`src/rtl/line_buffer_bridge.sv`:
```
// Single-line (256-bit) write-back buffer between the multicycle RV32I core's
// word port and a 4-beat, 64-bit burst memory. Misses evict dirty data before refilling.
module line_buffer_bridge #(
  parameter int LINE_BITS = 256,
  parameter int BEAT_BITS = 64,
  parameter int BEATS     = 4
) (
  input  logic                 clk,
  input  logic                 rst,
  input  logic [31:0]          mem_address,
  input  logic                 mem_read,
  input  logic                 mem_write,
  input  logic [3:0]           mem_byte_enable,
  input  logic [31:0]          mem_wdata,
  output logic [31:0]          mem_rdata,
  output logic                 mem_resp,
  output logic [31:0]          pmem_address,
  output logic                 pmem_read,
  output logic                 pmem_write,
  output logic [BEAT_BITS-1:0] pmem_wdata,
  input  logic [BEAT_BITS-1:0] pmem_rdata,
  input  logic                 pmem_resp
);

  localparam int CNT_W = $clog2(BEATS);

  typedef enum logic [1:0] {
    IDLE      = 2'd0,
    RESP      = 2'd1,
    WRITEBACK = 2'd2,
    FILL      = 2'd3
  } state_t;

  state_t               state_r, state_s;
  logic                 valid_r, valid_s;
  logic                 dirty_r, dirty_s;
  logic [26:0]          tag_r, tag_s;
  logic [LINE_BITS-1:0] line_r, line_s;
  logic [CNT_W-1:0]     cnt_r, cnt_s;

  logic [31:0]          rdata_s;
  logic                 resp_s;
  logic [31:0]          paddr_s;
  logic                 pread_s;
  logic                 pwrite_s;
  logic [BEAT_BITS-1:0] pwdata_s;

  logic                 req_s;
  logic                 hit_s;
  logic                 last_beat_s;
  logic [2:0]           word_s;
  logic                 unused_s;

  assign req_s       = mem_read | mem_write;
  assign hit_s       = valid_r && (tag_r == mem_address[31:5]);
  assign word_s      = mem_address[4:2];
  assign last_beat_s = (cnt_r == CNT_W'(BEATS - 1));
  assign unused_s    = ^mem_address[1:0];

  // Next-state, line update and next registered-output values
  always_comb begin
    state_s = state_r;
    valid_s = valid_r;
    dirty_s = dirty_r;
    tag_s   = tag_r;
    line_s  = line_r;
    cnt_s   = cnt_r;
    rdata_s = mem_rdata;

    case (state_r)
      IDLE: begin
        if (req_s) begin
          if (hit_s) begin
            if (mem_write) begin
              // Write wins over a simultaneous read; disabled lanes keep their old byte.
              for (int i = 0; i < 4; i++) begin
                line_s[{word_s, i[1:0], 3'b000} +: 8] = mem_byte_enable[i]
                  ? mem_wdata[{i[1:0], 3'b000} +: 8]
                  : line_r[{word_s, i[1:0], 3'b000} +: 8];
              end
              dirty_s = 1'b1;
            end else begin
              rdata_s = line_r[{word_s, 5'b00000} +: 32];
            end
            state_s = RESP;
          end else begin
            cnt_s   = {CNT_W{1'b0}};
            state_s = (valid_r && dirty_r) ? WRITEBACK : FILL;
          end
        end else begin
          state_s = IDLE;
        end
      end
      RESP: begin
        state_s = IDLE;
      end
      WRITEBACK: begin
        if (pmem_resp) begin
          if (last_beat_s) begin
            dirty_s = 1'b0;
            cnt_s   = {CNT_W{1'b0}};
            state_s = FILL;
          end else begin
            cnt_s = cnt_r + CNT_W'(1);
          end
        end else begin
          cnt_s = cnt_r;
        end
      end
      FILL: begin
        if (pmem_resp) begin
          line_s[{cnt_r, 6'b000000} +: BEAT_BITS] = pmem_rdata;
          if (last_beat_s) begin
            valid_s = 1'b1;
            dirty_s = 1'b0;
            tag_s   = mem_address[31:5];
            cnt_s   = {CNT_W{1'b0}};
            state_s = IDLE;
          end else begin
            cnt_s = cnt_r + CNT_W'(1);
          end
        end else begin
          cnt_s = cnt_r;
        end
      end
      default: begin
        state_s = IDLE;
      end
    endcase

    resp_s   = (state_s == RESP);
    pread_s  = (state_s == FILL);
    pwrite_s = (state_s == WRITEBACK);
    case (state_s)
      WRITEBACK: paddr_s = {tag_r, 5'b00000};
      FILL:      paddr_s = {mem_address[31:5], 5'b00000};
      default:   paddr_s = 32'd0;
    endcase
    if (state_s == WRITEBACK) begin
      pwdata_s = line_r[{cnt_s, 6'b000000} +: BEAT_BITS];
    end else begin
      pwdata_s = {BEAT_BITS{1'b0}};
    end
  end

  // Line buffer state and FSM registers
  always_ff @(posedge clk) begin
    if (rst) begin
      state_r <= IDLE;
      valid_r <= 1'b0;
      dirty_r <= 1'b0;
      tag_r   <= 27'd0;
      line_r  <= {LINE_BITS{1'b0}};
      cnt_r   <= {CNT_W{1'b0}};
    end else begin
      state_r <= state_s;
      valid_r <= valid_s;
      dirty_r <= dirty_s;
      tag_r   <= tag_s;
      line_r  <= line_s;
      cnt_r   <= cnt_s;
    end
  end

  // Output registers, loaded from the values the next state will present
  always_ff @(posedge clk) begin
    if (rst) begin
      mem_rdata    <= 32'd0;
      mem_resp     <= 1'b0;
      pmem_address <= 32'd0;
      pmem_read    <= 1'b0;
      pmem_write   <= 1'b0;
      pmem_wdata   <= {BEAT_BITS{1'b0}};
    end else begin
      mem_rdata    <= rdata_s;
      mem_resp     <= resp_s;
      pmem_address <= paddr_s;
      pmem_read    <= pread_s;
      pmem_write   <= pwrite_s;
      pmem_wdata   <= pwdata_s;
    end
  end

endmodule

```
`config.mk`:
```
export PLATFORM = sky130hd
export DESIGN_NAME = line_buffer_bridge
export DESIGN_NICKNAME = d
export VERILOG_FILES = /design/src/rtl/line_buffer_bridge.sv
export SDC_FILE = /design/constraint.sdc
export NUM_CORES = 1
export LEC_CHECK = 0
export CORE_UTILIZATION = 39
export CTS_CLUSTER_SIZE = 20
export DETAILED_ROUTE_END_ITERATION = 6
export PLACE_DENSITY = 0.64
export SLEW_MARGIN = 25
export SYNTH_ARGS = -nofsm -noshare
export SYNTH_HDL_FRONTEND = slang
export SYNTH_SLANG_ARGS = --single-unit
```
`constraint.sdc`:
```
create_clock -name clk -period 2.6 [get_ports clk]
set_input_delay 0.26 -clock clk [delete_from_list [all_inputs] [get_ports clk]]
set_output_delay 0.26 -clock clk [all_outputs]
set_load 0.01 [all_outputs]
```
* After elaboration in Yosys (flattened, before gate mapping)
Cells that the tools add are included.
Word-level totals: logic and storage cells 96, output and inout port bits 131, input port bits 137, flip-flop bits (word level) 420
Operators by class: equal/unequal tests 14, multiplexer cells 34, bitwise operators 3, reduce and logical (&&, ||, !) cells 11, add/sub/neg operators 6, shift operators 16
Operators with widths (count):
- 256-bit bitwise mux | 5
- 256-bit two-way mux | 4
- 8-bit by 10-bit variable shift with 256-bit output (first input constant) | 4
- 256-bit by 9-bit variable part select with 8-bit output | 4
- 8-bit by 10-bit variable part select with 256-bit output | 4
- 256-bit case mux with 2 select lines | 1
- 64-bit by 10-bit variable shift with 256-bit output (first input constant) | 1
- 256-bit by 9-bit variable part select with 32-bit output | 1
- 256-bit by 9-bit variable part select with 64-bit output | 1
- 64-bit by 10-bit variable part select with 256-bit output | 1
- 32-bit case mux with 2 select lines | 1
- 8-bit negation with 10-bit output | 5
- 8-bit two-way mux | 4
- 27-bit equality test | 1
- 2-bit two-way mux | 10
- 2-bit equality test (second input constant) | 5
- 2-bit != test (second input constant) | 4
- 2-bit case mux with 4 select lines | 1
- 1-bit two-way mux | 6
- 6-bit AND reduction | 1
- 5-bit AND reduction | 1
- 2-bit by 1-bit equality test with 1-bit output (second input constant) | 2
- 2-bit by 1-bit != test with 1-bit output (second input constant) | 2
- 2-bit case mux with 2 select lines | 1
- other kinds (10) | 14

* Depth between registers and ports, before layout
Gate-level depths: netlist of run 1.
depth after elaboration 11, mapped depth 12, mapped depth without buffers 9

* Least setup slack after synthesis of run 1
No wires, ideal clock.
path type input to register, from in mem_address[3], to reg line_r[6], setup slack -0.078 ns, library setup time 0.079 ns, path buffers 4, stages 11, arrival time 2.599 ns, path through clkbuf_1 -> inv_1 -> buf_1 -> ha_1 -> ha_1 -> or3_1 -> clkbuf_1 -> a22oi_4 -> buf_4 -> nor2_1 -> a211oi_2
On the way: word-level cells in the longest chain between the ends 11, elaborated cells on any way between the ends 28
RTL lines:
- start: declaration | RTL line 10 | input logic [31:0] mem_address,
- 256-bit by 9-bit variable part select with 8-bit output | RTL line 79 | : line_r[{word_s, i[1:0], 3'b000} +: 8];
- 8-bit two-way mux | RTL line 78 | ? mem_wdata[{i[1:0], 3'b000} +: 8]
- 8-bit by 10-bit variable part select with 256-bit output | RTL line 77 | line_s[{word_s, i[1:0], 3'b000} +: 8] = mem_byte_enable[i]
- 256-bit bitwise mux (3 in a row) | RTL line 77
- 256-bit bitwise mux (*) | RTL line 77
- 256-bit two-way mux (*) | RTL line 74 | if (mem_write) begin
- 256-bit two-way mux (*) | RTL line 73 | if (hit_s) begin
- 256-bit two-way mux (*) | RTL line 72 | if (req_s) begin
- 256-bit case mux with 2 select lines (*) | RTL line 70 | case (state_r)
- end signal: assignment | RTL line 153 | line_r <= {LINE_BITS{1'b0}};
- end signal: assignment | RTL line 160 | line_r <= line_s;
- end: declaration | RTL line 38 | logic [LINE_BITS-1:0] line_r, line_s;
Every way passes the cells marked *; elsewhere a longest branch is shown, timed or not. The select of a mux whose other input is x is not followed. A chain may end at the register's enable or synchronous reset.

* Worst setup path in the final report of run 1
from reg tag_r[2], to reg pmem_wdata[12]
On the way: word-level cells in the longest chain between the ends 8, elaborated cells on any way between the ends 12
RTL lines:
- start: declaration | RTL line 37 | logic [26:0] tag_r, tag_s;
- start signal: assignment | RTL line 159 | tag_r <= tag_s;
- 27-bit equality test (*) | RTL line 55 | assign hit_s = valid_r && (tag_r == mem_address[31:5]);
- 1-bit logical AND (*) | RTL line 55
- branches (longest 6 deep; another with 256-bit by 9-bit variable part select with 64-bit output)
- end signal: assignment | RTL line 173 | pmem_wdata <= {BEAT_BITS{1'b0}};
- end signal: assignment | RTL line 180 | pmem_wdata <= pwdata_s;
- end: declaration | RTL line 20 | output logic [BEAT_BITS-1:0] pmem_wdata,
Mark *: on every way between the ends.

==> results of run 1 <==
-- metal layers --
layer | track usage (%) | part of all wire [%]
met5 | 0 | 0
met4 | 11.1 | 4.0
met3 | 5.11 | 9.5
met2 | 42.7 | 45
met1 | 37.5 | 42
-- placed cells by master, fill, tap and decap left out, types with 2 or more instances in the layout --
| cell | instances |
|---|---|
| dfxtp_1 | 414 |
| a311oi_2 | 5 |
| and2_1 | 50 |
| a22oi_4 | 2 |
| nor2_1 | 390 |
| nand4_1 | 10 |
| diode_2 | 3 |
| nor4_2 | 2 |
| nand2_1 | 265 |
| mux2i_1 | 67 |
| ha_1 | 11 |
| mux4_2 | 81 |
| nor2b_1 | 20 |
| inv_1 | 14 |
| nand3_1 | 5 |
| buf_12 | 50 |
| a211oi_1 | 298 |
| and3_1 | 6 |
| bufinv_16 | 4 |
| a22oi_1 | 192 |
| clkbuf_8 | 11 |
| a311oi_1 | 42 |
| buf_4 | 94 |
| a21oi_4 | 15 |
| conb_1 | 5 |
| a211oi_2 | 5 |
| a21oi_1 | 109 |
| xnor2_1 | 27 |
| clkbuf_1 | 14 |
| clkinv_2 | 4 |
| clkdlybuf4s50_1 | 256 |
| nor4_4 | 4 |
| mux2_2 | 24 |
| o21ai_0 | 2 |
| nor2_2 | 2 |
| nor3_1 | 5 |
| nor3_2 | 4 |
| clkbuf_16 | 49 |
-- final cells by class --
type                       count  share of cell area [%]
antenna                        3                  0.0282
clock buffer                  71                    5.09
clock inverter                10                   0.615
inverter                      14                   0.197
multi-input combinational   1661                    43.2
sequential                   415                    31.2
tap                          680                    3.19
timing repair buffer         407                    16.5
-- worst max-delay path by stage --
| stage | depth (start not counted) | to | slack [ps] |
|---|---|---|---|
| 2_1_floorplan | 11 | line_r[6] | 0.9 |
| 3_3_place_gp | 10 | pmem_wdata[46] | -390 |
| 3_5_place_dp | 10 | pmem_wdata[12] | -440 |
| 4_1_cts | 9 | pmem_wdata[46] | 40 |
| 5_1_grt | 9 | pmem_wdata[8] | 8 |
| 6_report | 9 | pmem_wdata[12] | 110 |
-- Yosys cell counts (all sizes together) --
cell type,count
a211oi,303
a21o,1
a21oi,124
a221oi,1
a22oi,194
a311oi,47
and2,50
and3,6
buf,80
clkbuf,138
conb,1
dfxtp,415
ha,11
inv,14
mux2,24
mux2i,67
mux4,81
nand2,266
nand3,5
nand3b,1
nand4,11
nor2,392
nor2b,20
nor3,9
nor3b,1
nor4,6
o211ai,1
o21ai,3
o2bb2ai,1
or2,2
or3,1
xnor2,28
-- what timing repair did --
| action | 4_1_cts | 5_1_grt |
|---|---|---|
| gates resized for setup | 1 | 11 |
| buffers inserted | 0 | 4 |
| cloned | 0 | 3 |
| setup endpoints to repair | 1 | 74 |
| endpoints found under the hold margin | 1 | 0 |
| hold buffers | 1 | 0 |
| pin swaps | 0 | 5 |
-- power breakdown --
part	switching, W	internal [W]	leakage [nW]
Clock	0.00274	0.00397	0.742
Sequential	0.0000574	0.00645	3.35
Combinational	0.000936	0.000699	4.66
Total	0.00373	0.0111	8.75
-- worst register-to-register path, delay by kind of cell, from the launching register on --
kind	cells	cell delay (ps)
buffers and inverters	2	430
flip-flops	1	330
AND/OR/NAND/NOR	3	810
XOR/XNOR	1	220
AO/OA/AOI/OAI	3	590
-- registers in the layout (all words and copies together) (netlist names) --
register      cells
dirty_r           1
pmem_wdata       64
cnt_r             2
mem_resp          1
valid_r           1
line_r          256
pmem_address     27
pmem_write        1
state_r           2
pmem_read         1
tag_r            27
mem_rdata        32
-- stage by stage --
step / utilization [%] / hold WS, ps
after floorplan: - / 396
after global placement: 48.2 / 466
after detailed placement: 48.2 / 471
after CTS: 51.2 / 285
after global routing: 51.5 / 321
final: 51.5 / 300
-- logic make-up (layout without fill, tap and decap cells) --
| logic type | count (synthesis) | count (layout) | share of synthesized area, % |
|---|---|---|---|
| buffers and inverters | 232 | 502 | 4.80 |
| xor gates and xnor gates | 28 | 28 | 1.19 |
| adders and majority gates | 11 | 11 | 0.669 |
| and+or+nand+nor | 770 | 770 | 15.5 |
| muxes | 172 | 172 | 13.4 |
| AOI/OAI and AO/OA | 675 | 675 | 24.0 |
| DFF | 415 | 415 | 40.4 |
| other | 1 | 8 | 0.0182 |
==> reports/summary.txt, run 1 <==
Fin area = 26600 sq um
CP peak stage delay = 360 ps
WP data required = 3060 ps
CP max-delay cell = nor4_2
DIE AREA = 53700 sq um
Clock root buffer = clkbuf_16
Pleak = 8.75 nW
Setup WS post-layout = 109 ps
Fmax = 401 MHz
Vias = 19800
Syn Inst Count = 2304
GPL Wtd Cong = 0.858
Run status = finished clean
# H-tree levels = 2
Worst setup path startpoint = tag_r[2]
Clock buffer depth = 3
Setup CP Type = flip-flop to flip-flop
Die width = 232 um
Placed cell area = 24900 sq um
Vias in the first global route = 19200
Avg Cell Area, Syn = 8.93 sq um
Die Ht = 232 um
Cell family with most CP delay = simple AND/OR/NAND/NOR gates
Max rail drop VDD = 0.418 mV
Initial antenna violation count = 3
Max Transition Viols Final = 0
Skew-Pair Late Insertion Delay = 590 ps
# setup viols final = 0
Worst Path Max Fanout = 52
Hold Path Class = primary input to flip-flop
Worst hold path startpoint = mem_address[17]
Post-synthesis register bit count = 415
Post-synth cell types = 45
Post-place setup slack = -441 ps
Crit-path cells = xnor2_1 > nand4_1 > nor4_2 > buf_4 > a21o_2 > buf_12 > and2_1 > a211oi_1 > a311oi_2
Nets@finish = 2693
Vias per Instance = 6.08
Drt pass-1 iters = 6
Port-buffer cells = 260
Worst reg2reg setup slack = 110 ps
Global route overflow = 0
Ranking of synthesized cells by area = dfxtp_1 (40%), a211oi_1 (11%), mux4_2 (8.9%), nor2_1 (7.2%), a22oi_1 (7.0%)
Power Dens Cells = 557 nW/um^2
Core Box Area = 51700 sq um
Worst EP arrival = 2950 ps
Setup crit start kind = flip-flop
DP Cell Count = 3169
Cell Count, Final, Fillers Out = 3261
GRT Total Usage = 27.5%
Leading area contributor after synthesis = dfxtp_1
Clock Skews = 25.5 ps
Sequential standard cell area = 8310 sq um
Hold Path Sink = tag_r[12]
Final TNS setup = 0 ps
Slew @ Worst Pin = 1280 ps
Final worst path period need = 2490 ps
Hold path depth = 3
1st-iter DRT viols = 2296
Initial Util = 39.8%
FILL cells = 4686
Max transition margin = 14.9%
Reg clk slew, reported paths = 60 ps
FF-to-FF End = pmem_wdata[12]
Multi-input combinational cell area = 11500 sq um
Number of cell rows = 83
# DRC = 0
PnR Total Power = 0.0148 W
Sequential fraction of the synthesis area = 40.4%
Reg2reg start = tag_r[2]
Total wire length = 76.4 mm
Synth-to-Final Area Change = 29.5%
Clock sinks = 415
Final period util = 95.8%
Crit path buf inv count = 2
Post-DP HPWL = 47.0 mm
Max Cap Viol = 0
R2r worst-path depth = 9
I/O pin count = 268
CTS tree = built
Crit. End Element = flip-flop
YS warnings = 0
Routed Antenna Nets = 0
RSZ-0062 raised after global routing = no
CTS buffer count = 46
Layout cells sized above 1 = 14.3%
Final hold violations = 0
Post-synth top area share = 40.4%
Largest net degree at the start of global routing = 217
WL per Instance = 23.4 um
First-pass GRT wire length = 114 mm
Synth Cell Area = 20600 sq um
No activity file was read; power rests on OpenSTA's default activity.
==> run 2, diff against run 1 <==
- PLACE_DENSITY: 0.64 -> 0.62
- clock period: 2.6 -> 3 ns (I/O delays scaled with it)
==> reports/summary.txt, run 2 (synthesized netlist as in run 1, its figures left out) <==
Run status = finished clean
Max reg flops = 256 (unchanged)
Global route overflow = 0 (unchanged)
Worst Path Max Fanout = 24 (-54%)
Die width = 232 um (unchanged)
Routed Antenna Nets = 0 (unchanged)
# H-tree levels = 2 (unchanged)
PnR Total Power = 0.0129 W (-13%)
I/O pin count = 268 (unchanged)
Final TNS setup = 0 ps (unchanged)
Slew @ Worst Pin = 888 ps (-389 ps)
Pleak = 8.53 nW (-2.5%)
WL per Instance = 22.7 um (-3.2%)
Switching share of total power = 25.1% (-0.063 points)
Max Transition Viols Final = 0 (unchanged)
Combinational Power Share = 10.4% (-0.6 points)
Max Cap Viol = 0 (unchanged)
WP data required = 3460 ps (+400 ps)
Setup bufs post-CTS = 0 (unchanged)
Part of the power in registers = 43.5% (-0.3 points)
Hold Path Class = primary input to flip-flop
Worst hold margin = 203 ps (-97.6 ps)
Total wire length = 73.0 mm (-4.5%)
Initial antenna violation count = 1 (-2)
Clock buffer depth = 3 (unchanged)
Skew-Pair Late Insertion Delay = 590 ps (about the same)
Power Dens Cells = 494 nW/um^2 (-11%)
First-pass GRT wire length = 111 mm (-3.1%)
Drt pass-1 iters = 6 (unchanged)
Port-buffer cells = 260 (unchanged)
Worst EP arrival = 3060 ps (+110 ps)
Largest net degree at the start of global routing = 132 (-39%)
Clock sinks = 415 (unchanged)
Crit. End Element = flip-flop
# DRC = 0 (unchanged)
Synth-to-Final Area Change = 27.3%
Clock power frac = 46.0% (+0.8 points)
Fin area = 26200 sq um (-1.7%)
Hold path depth = 2 (-1)
Switching power = 0.00324 W (-13%)
Commonest non-fill, non-tap cell in the layout = dfxtp_1
Pint = 0.00970 W (-13%)
Commonest cells after routing, fill and taps aside = dfxtp_1 (415), nor2_1 (390), a211oi_1 (299)
GRT Total Usage = 26.7% (-0.76 points)
Vias in the first global route = 18300 (-4.8%)
Max rail drop VDD = 0.457 mV (+9.3%)
CTS buffer count = 47 (+2.2%)
Final period util = 86.7% (-9.1 points)
Setup CP Type = flip-flop to flip-flop
R2r worst-path depth = 8 (-1)
1st-iter DRT viols = 1677 (-27%)
Nets@finish = 2649 (-1.6%)
Core Box Area = 51700 sq um (unchanged)
Initial Util = 39.8% (unchanged)
DIE AREA = 53700 sq um (unchanged)
Biggest register = line_r
# setup viols final = 0 (unchanged)
GPL Wtd Cong = 0.856 (-0.23%)
Vias per Instance = 5.96 (-1.9%)
Final worst path period need = 2600 ps (+109 ps)
Number of hold buffers added after CTS = 0 (-1)
Max transition margin = 40.8% (+26 points)
Final hold violations = 0 (unchanged)
Fmax = 385 MHz (-4.2%)
Number of cell rows = 83 (unchanged)
Reg clk slew, reported paths = 60 ps (about the same)
Vias = 19200 (-3.2%)
Setup crit start kind = flip-flop
CTS tree = built
Clock Skews = 21.2 ps (-4.25 ps)
Post_cts resized = 0 (-1)
Placed cell area = 24600 sq um (-1.3%)
FILL cells = 4733 (+1.0%)
RSZ-0062 raised after global routing = no
Post-DP HPWL = 44.9 mm (-4.4%)
Top flop regs = line_r: 256 flops, pmem_wdata: 64 flops, mem_rdata: 32 flops
Layout cells sized above 1 = 12.7% (-1.6 points)
Clock root buffer = clkbuf_16
Die Ht = 232 um (unchanged)
==> run 2: path summary, 6_finish.rpt <==
kind,startpoint,to,slack (ps)
setup / recovery,state_r[1],pmem_wdata[62],400
hold / removal,rst,tag_r[26],200
setup reg to reg,state_r[1],pmem_wdata[62],400
hold reg to reg,tag_r[20],tag_r[20],480
==> run 2: routing by layer <==
layer	part of all wire, %	GRT usage, %	vias to the layer above
met1	43	36.7	9198
met3	8.9	5.28	166
met2	45	41.5	950
met5	0	0	-
li1	-	-	8864
met4	3.3	9.72	0
==> run 2: area by class of cell <==
type	instances	area [sq um]	share of cell area, %
multi-input cells	1661	11500	43.8
flip-flops and latches	415	8310	31.7
clock inverters	17	203	0.774
inverters	14	52.6	0.201
clock buffers	67	1380	5.28
repair buffers	362	3930	15.0
well taps	680	851	3.25
diodes	1	2.50	0.00956
==> run 2: power groups by stage <==
stage	registers (W)	clock network, W	logic (W)
after CTS	0.00563	0.00605	0.00134
after global routing	0.00564	0.00630	0.00143
after floorplan	0.00576	0	0.000656
after global placement	0.00575	0	0.00132
final	0.00563	0.00596	0.00135
after detailed placement	0.00575	0	0.00133
==> run 2: worst max-delay path, stage by stage, from the launching register on <==
cell	delay, ps
dfxtp_1	570
nand2_1	190
nand2_1	170
nor4_1	80
buf_4	150
a21oi_4	360
buf_12	250
mux4_2	520
nor2b_1	140
==> run 2: stage by stage <==
stage,std cells,util (%),setup slack (ps)
final,3217,50.6,399
after detailed placement,3132,47.6,-40.2
after global placement,3132,47.6,-31.3
after global routing,3217,50.6,256
after floorplan,2308,-,282
after CTS,3216,50.6,406
==> run 3, diff against run 2 <==
- SETUP_SLACK_MARGIN: not set -> 0.02
==> results of run 3 <==
No change in the layout: final DEF, timing and power equal those of run 2.
